### src/rtl/gate_sweep_ctrl_if.sv
// Bundle of the signals between the gate sweep sequencer and its environment.
//   start           : request a sweep (environment -> sequencer)
//   a_o, b_o        : vector driven to the gate block (sequencer -> gate block)
//   y_i             : 7-bit gate block response (gate block -> sequencer)
//   busy, done      : sweep status
//   pass, fail_mask, err_count, first_fail_idx, first_fail_y : sweep results
// master = the sequencer, slave = the environment (stimulus, gate block, host).
interface gate_sweep_ctrl_if;
    logic       start;
    logic       a_o;
    logic       b_o;
    logic [6:0] y_i;
    logic       busy;
    logic       done;
    logic       pass;
    logic [3:0] fail_mask;
    logic [2:0] err_count;
    logic [1:0] first_fail_idx;
    logic [6:0] first_fail_y;

    modport master (
        input  start, y_i,
        output a_o, b_o, busy, done, pass, fail_mask, err_count,
               first_fail_idx, first_fail_y
    );

    modport slave (
        output start, y_i,
        input  a_o, b_o, busy, done, pass, fail_mask, err_count,
               first_fail_idx, first_fail_y
    );
endinterface

### src/rtl/gate_sweep_ctrl.sv
// Self-test sequencer for the two-input basic-gate block.
// Steps (a,b) through 00, 01, 10, 11, holds each vector for SETTLE_CYCLES
// cycles, samples the 7-bit gate output on the last cycle of the window and
// compares it with a hardwired golden table, accumulating a per-vector
// pass/fail record.
// Ports:
//   clk  : system clock, rising edge
//   rst  : asynchronous active-high reset
//   bus  : gate_sweep_ctrl_if.master (start, a_o, b_o, y_i, busy, done,
//          pass, fail_mask, err_count, first_fail_idx, first_fail_y)
// SETTLE_CYCLES must be in 1..255.
module gate_sweep_ctrl #(
    parameter int unsigned SETTLE_CYCLES = 4
) (
    input  logic               clk,
    input  logic               rst,
    gate_sweep_ctrl_if.master  bus
);

    typedef enum logic [1:0] {
        IDLE = 2'd0,
        RUN  = 2'd1,
        DONE = 2'd2
    } state_t;

    localparam logic [7:0] LAST_CNT = 8'(SETTLE_CYCLES - 1);

    // Expected gate block response for vector idx = {a,b}.
    // Bit map: 0=AND 1=OR 2=NAND 3=NOR 4=XOR 5=XNOR 6=NOT a.
    function automatic logic [6:0] golden(input logic [1:0] idx);
        logic [6:0] y;
        case (idx)
            2'd0:    y = 7'h6C;
            2'd1:    y = 7'h56;
            2'd2:    y = 7'h16;
            2'd3:    y = 7'h23;
            default: y = 7'h00;
        endcase
        return y;
    endfunction

    state_t     state_r;
    logic [1:0] idx_r;
    logic [7:0] cnt_r;
    logic       a_r;
    logic       b_r;
    logic       busy_r;
    logic       done_r;
    logic       pass_r;
    logic [3:0] fail_mask_r;
    logic [2:0] err_count_r;
    logic [1:0] first_fail_idx_r;
    logic [6:0] first_fail_y_r;

    logic [6:0] golden_s;
    logic       match_s;
    logic       sample_s;
    logic [1:0] next_idx_s;

    // Compare against golden; an unknown compare result falls to the else
    // branch so X/Z on y_i is reported as a mismatch.
    always_comb begin
        golden_s   = golden(idx_r);
        sample_s   = (cnt_r == LAST_CNT);
        next_idx_s = idx_r + 2'd1;
        if (bus.y_i == golden_s) begin
            match_s = 1'b1;
        end else begin
            match_s = 1'b0;
        end
    end

    // Sweep FSM with all outputs registered.
    always_ff @(posedge clk or posedge rst) begin
        if (rst) begin
            state_r          <= IDLE;
            idx_r            <= 2'd0;
            cnt_r            <= 8'd0;
            a_r              <= 1'b0;
            b_r              <= 1'b0;
            busy_r           <= 1'b0;
            done_r           <= 1'b0;
            pass_r           <= 1'b0;
            fail_mask_r      <= 4'd0;
            err_count_r      <= 3'd0;
            first_fail_idx_r <= 2'd0;
            first_fail_y_r   <= 7'd0;
        end else begin
            case (state_r)
                IDLE, DONE: begin
                    // DONE restarts directly, without passing through IDLE.
                    if (bus.start) begin
                        state_r          <= RUN;
                        idx_r            <= 2'd0;
                        cnt_r            <= 8'd0;
                        a_r              <= 1'b0;
                        b_r              <= 1'b0;
                        busy_r           <= 1'b1;
                        done_r           <= 1'b0;
                        pass_r           <= 1'b0;
                        fail_mask_r      <= 4'd0;
                        err_count_r      <= 3'd0;
                        first_fail_idx_r <= 2'd0;
                        first_fail_y_r   <= 7'd0;
                    end else begin
                        state_r <= state_r;
                    end
                end
                RUN: begin
                    // start is deliberately not looked at while running.
                    if (sample_s) begin
                        if (!match_s) begin
                            fail_mask_r[idx_r] <= 1'b1;
                            err_count_r        <= err_count_r + 3'd1;
                            if (err_count_r == 3'd0) begin
                                first_fail_idx_r <= idx_r;
                                first_fail_y_r   <= bus.y_i;
                            end else begin
                                first_fail_idx_r <= first_fail_idx_r;
                            end
                        end else begin
                            err_count_r <= err_count_r;
                        end
                        if (idx_r != 2'd3) begin
                            idx_r <= next_idx_s;
                            cnt_r <= 8'd0;
                            a_r   <= next_idx_s[1];
                            b_r   <= next_idx_s[0];
                        end else begin
                            // a_o/b_o stay at 1,1 while results are held.
                            state_r <= DONE;
                            busy_r  <= 1'b0;
                            done_r  <= 1'b1;
                            pass_r  <= (err_count_r == 3'd0) && match_s;
                        end
                    end else begin
                        cnt_r <= cnt_r + 8'd1;
                    end
                end
                default: begin
                    state_r <= IDLE;
                    busy_r  <= 1'b0;
                    done_r  <= 1'b0;
                end
            endcase
        end
    end

    assign bus.a_o            = a_r;
    assign bus.b_o            = b_r;
    assign bus.busy           = busy_r;
    assign bus.done           = done_r;
    assign bus.pass           = pass_r;
    assign bus.fail_mask      = fail_mask_r;
    assign bus.err_count      = err_count_r;
    assign bus.first_fail_idx = first_fail_idx_r;
    assign bus.first_fail_y   = first_fail_y_r;

endmodule
### src/flat_wrapper.sv
// flat-port wrapper written by rule: the top's interface ports become plain ports
module gate_sweep_ctrl_flat 
#(
    parameter int unsigned SETTLE_CYCLES = 4
)
  (clk, rst, bus_start, bus_y_i, bus_a_o, bus_b_o, bus_busy, bus_done, bus_pass, bus_fail_mask, bus_err_count, bus_first_fail_idx, bus_first_fail_y);
  gate_sweep_ctrl_if bus_i ();
  input  logic clk;
  input  logic rst;
  input wire logic [$bits(bus_i.start)-1:0] bus_start;
  input wire logic [$bits(bus_i.y_i)-1:0] bus_y_i;
  output wire logic [$bits(bus_i.a_o)-1:0] bus_a_o;
  output wire logic [$bits(bus_i.b_o)-1:0] bus_b_o;
  output wire logic [$bits(bus_i.busy)-1:0] bus_busy;
  output wire logic [$bits(bus_i.done)-1:0] bus_done;
  output wire logic [$bits(bus_i.pass)-1:0] bus_pass;
  output wire logic [$bits(bus_i.fail_mask)-1:0] bus_fail_mask;
  output wire logic [$bits(bus_i.err_count)-1:0] bus_err_count;
  output wire logic [$bits(bus_i.first_fail_idx)-1:0] bus_first_fail_idx;
  output wire logic [$bits(bus_i.first_fail_y)-1:0] bus_first_fail_y;
  assign bus_i.start = bus_start;
  assign bus_i.y_i = bus_y_i;
  assign bus_a_o = bus_i.a_o;
  assign bus_b_o = bus_i.b_o;
  assign bus_busy = bus_i.busy;
  assign bus_done = bus_i.done;
  assign bus_pass = bus_i.pass;
  assign bus_fail_mask = bus_i.fail_mask;
  assign bus_err_count = bus_i.err_count;
  assign bus_first_fail_idx = bus_i.first_fail_idx;
  assign bus_first_fail_y = bus_i.first_fail_y;
  gate_sweep_ctrl #(.SETTLE_CYCLES(SETTLE_CYCLES)) u_core (.clk(clk), .rst(rst), .bus(bus_i));
endmodule
### config.mk
export PLATFORM = sky130hd
export DESIGN_NAME = gate_sweep_ctrl_flat
export DESIGN_NICKNAME = d
export VERILOG_FILES = /design/src/rtl/gate_sweep_ctrl_if.sv /design/src/rtl/gate_sweep_ctrl.sv /design/src/flat_wrapper.sv
export SDC_FILE = /design/constraint.sdc
export NUM_CORES = 1
export LEC_CHECK = 0
export CAP_MARGIN = 20
export CORE_ASPECT_RATIO = 0.9
export CORE_UTILIZATION = 56
export CTS_CLUSTER_DIAMETER = 100
export DETAILED_ROUTE_END_ITERATION = 10
export DONT_BUFFER_PORTS = 1
export GPL_ROUTABILITY_DRIVEN = 1
export PLACE_DENSITY = 0.84
export SLEW_MARGIN = 20
export SYNTH_ARGS = -nofsm -noshare
export SYNTH_HDL_FRONTEND = slang
export SYNTH_SLANG_ARGS = --single-unit
### constraint.sdc
create_clock -name clk -period 2.31 [get_ports clk]
set_clock_uncertainty 0.1 [all_clocks]
set_input_delay 0.462 -clock clk [delete_from_list [all_inputs] [get_ports clk]]
set_output_delay 0.462 -clock clk [all_outputs]
set_load 0.01 [all_outputs]
==> impl_metrics.yaml <==
run_status:
  outcome: "complete, no violations"
place:
  place_ws_ns: 0.0600
  dp_hpwl_microns: 2580
  place_congestion: 0.894
  io_buffers: 0
cts:
  cts_buffers: 5
  clock_latency_ns: 0.33
  cts_max_level: 2
  clk_pin_slew_ns: 0.09
  cts_tree: "done"
  clockBufferDepth: 2
  cts.sinks: 30
  cts-root-buf: "clkbuf_4"
  postCtsSetupBuffers: 0
yosys:
  synth.area.top_cells: "dfrtp_1 46%, nand2_1 8.1%, ha_1 6.9%"
  synth_top_area_share_pct: 46.3
  syn_inst: 166
  ys_types: 43
  yosysTopAreaCell: "dfrtp_1"
  ys.flop_type: "dfrtp_1"
  synthesis.nets: 185
  ys_async_sr_fraction_pct: 100
  yosys_warnings: 0
  synth_edf_count: 0
  yosys-top-cells-count: "35 x nand2_1, 30 x dfrtp_1, 17 x o21ai_0, 11 x nor2_1, 9 x ha_1"
  seq_area_frac_synth_pct: 46.3
  syn_area_per_cell_sq_um: 9.76
  netlist_area_sq_um: 1620
  yosysMostFrequentCell: "nand2_1"
  synth_seq_cells: 30
die:
  core_sq_um: 2750
  io_pins: 31
  start_util_pct: 59.0
  design.die.area_sq_um: 3110
  die_w_microns: 58.7
  die_h_microns: 53.0
  rows: 18
setup_path:
  cp-end-kind: "register"
  arrival_ns: 2.35
  ff2ff_setup_slack_ns: 0.07
  worstSetupStartpointType: "register"
  path_class: "register to register"
  critPathMaxFanout: 5
  cp_data_required_time_ns: 2.43
job:
  maxCapViolations: 0
global_routing:
  globalRouteTotalUtil_pct: 24.8
  grt-ovfl-total: 0
  grt_pass1_vias: 1177
  grt_pass1_wl_microns: 5550
  antenna_found_initial: 0
  grt_max_degree: 20
routing:
  num_vias: 1265
  wl_per_cell_microns: 15.7
  drt_iter0_drc: 96
  antenna_left: 0
  remaining_drc_errors: 0
  drt_wl_total_microns: 3430
  via_per_inst: 5.80
  drt-pass1-iter-count: 5
sta:
  hold_violations: 0
  setup_viol: 0
  final_max_slew_viol_count: 0
  layout_setup_ws_ns: 0.0734
  max_freq_mhz: 447
  worst_slew_pin_slew_ns: 0.675
  layout_min_cycle_time_ns: 2.24
  fin_crit_sh_pct: 96.8
  maxSlewHeadroom_pct: 55.0
  rsz0062_at_grt: "false"
  setup_tns_ns: 0
hold_path:
  min_path_type: "input pin to register"
final_layout:
  syn_to_final_growth_pct: 10.4
  insertedDiodeCount: 0
  fillers: 224
  fin_nets: 196
  drive_above_1_share_pct: 17.4
pwr:
  power.total_uw: 2270
  p_per_area_nw_per_um2: 1270
  total_leakage_power_uw: 0.000853
  ir_worst_vdd_uv: 546
kinds of logic (layout without fill, tap and decap cells):
kind of cell / after synthesis / in the layout / synth area share [%]
compound gates: 42 / 42 / 18.8
xor+xnor: 3 / 3 / 1.62
fa+ha+maj: 9 / 9 / 6.95
buf+inv: 12 / 24 / 3.48
flops: 30 / 30 / 46.3
mux: 3 / 3 / 2.24
simple gates: 67 / 67 / 20.5
routing by layer:
| layer | part of all wire [%] | global-route usage [%] | wire, microns | vias to the layer above |
|---|---|---|---|---|
| met1 | 42 | 30.9 | 1440 | 614 |
| met4 | 2.0 | 9.92 | 69 | 0 |
| met5 | 0 | 0 | 0 | - |
| li1 | - | - | - | 593 |
| met3 | 5.7 | 6.85 | 196 | 11 |
| met2 | 50 | 40.8 | 1720 | 47 |
stage by stage:
stage	utilization, %	hold slack (ns)	instance area [sq um]	std cells
floorplan	-	0.371	1620	166
global placement	61.8	0.315	1700	209
detailed placement	61.8	0.327	1700	209
CTS	64.4	0.142	1770	218
global route	65.1	0.141	1790	218
finish	65.1	0.149	1790	218
worst max-delay path, stage by stage (launching register included):
cell	delay, ns
dfrtp_2	0.40
inv_1	0.12
ha_4	0.22
or3b_4	0.40
a211oi_4	0.35
nand2_4	0.11
nand3_4	0.11
mux2_4	0.30
layout by cell type, fill, tap and decap left out, types with 2 or more instances in the layout:
cell type / instances
nand2_1: 35
buf_4: 7
nand2b_1: 2
dfrtp_2: 2
nand4_1: 2
nor2_1: 11
clkbuf_4: 5
inv_1: 7
xor2_1: 2
dfrtp_1: 28
a211oi_4: 2
nand3_1: 2
a31oi_1: 3
and3_1: 3
ha_1: 8
a32o_1: 2
o21ai_1: 8
o21ai_0: 17
a21o_1: 2
layout make-up:
class                   instances  area, sq um  area share (%)
repair buffers                  8         62.6            3.50
clock inverters                 1         5.00           0.280
inverters                       8         30.0            1.68
well taps                      40         50.0            2.80
multi-input cells             124          833            46.6
flip-flops and latches         30          753            42.1
clock buffers                   7         55.1            3.08
path summary, 6_finish.rpt:
| check | startpoint | to | cells past startpoint |
|---|---|---|---|
| min in group asynchronous | rst | u_core.bus.first_fail_y[0] | 2 |
| hold / removal | bus_y_i[1] | u_core.bus.first_fail_y[1] | 2 |
| setup / recovery | u_core.idx_r[1] | u_core.bus.err_count[1] | 7 |
| setup reg to reg | u_core.idx_r[1] | u_core.bus.err_count[1] | 7 |
| hold reg to reg | u_core.cnt_r[1] | u_core.cnt_r[1] | 1 |
| max in group asynchronous | rst | u_core.cnt_r[1] | 3 |
flip-flops by register name (all words and copies together) (netlist names):
name,cells
u_core.cnt_r,8
u_core.bus.first_fail_y,7
u_core.bus.fail_mask,4
u_core.bus.err_count,3
u_core.bus.first_fail_idx,2
u_core.idx_r,2
u_core.state_r,2
u_core.bus.busy,1
u_core.bus.pass,1
repair_timing:
item                                    4_1_cts  5_1_grt
hold endpoints to repair                     14        0
gates resized for setup                       0        3
hold buffers                                  1        0
endpoints found under the setup margin        0        1
power by group:
| part | internal [uW] | switching (uW) | total (uW) | leakage (uW) |
|---|---|---|---|---|
| Clock | 147 | 174 | 321 | 0.0000353 |
| Sequential | 693 | 179 | 872 | 0.000390 |
| Combinational | 435 | 640 | 1080 | 0.000428 |
Power figures use the tool's default switching activity.
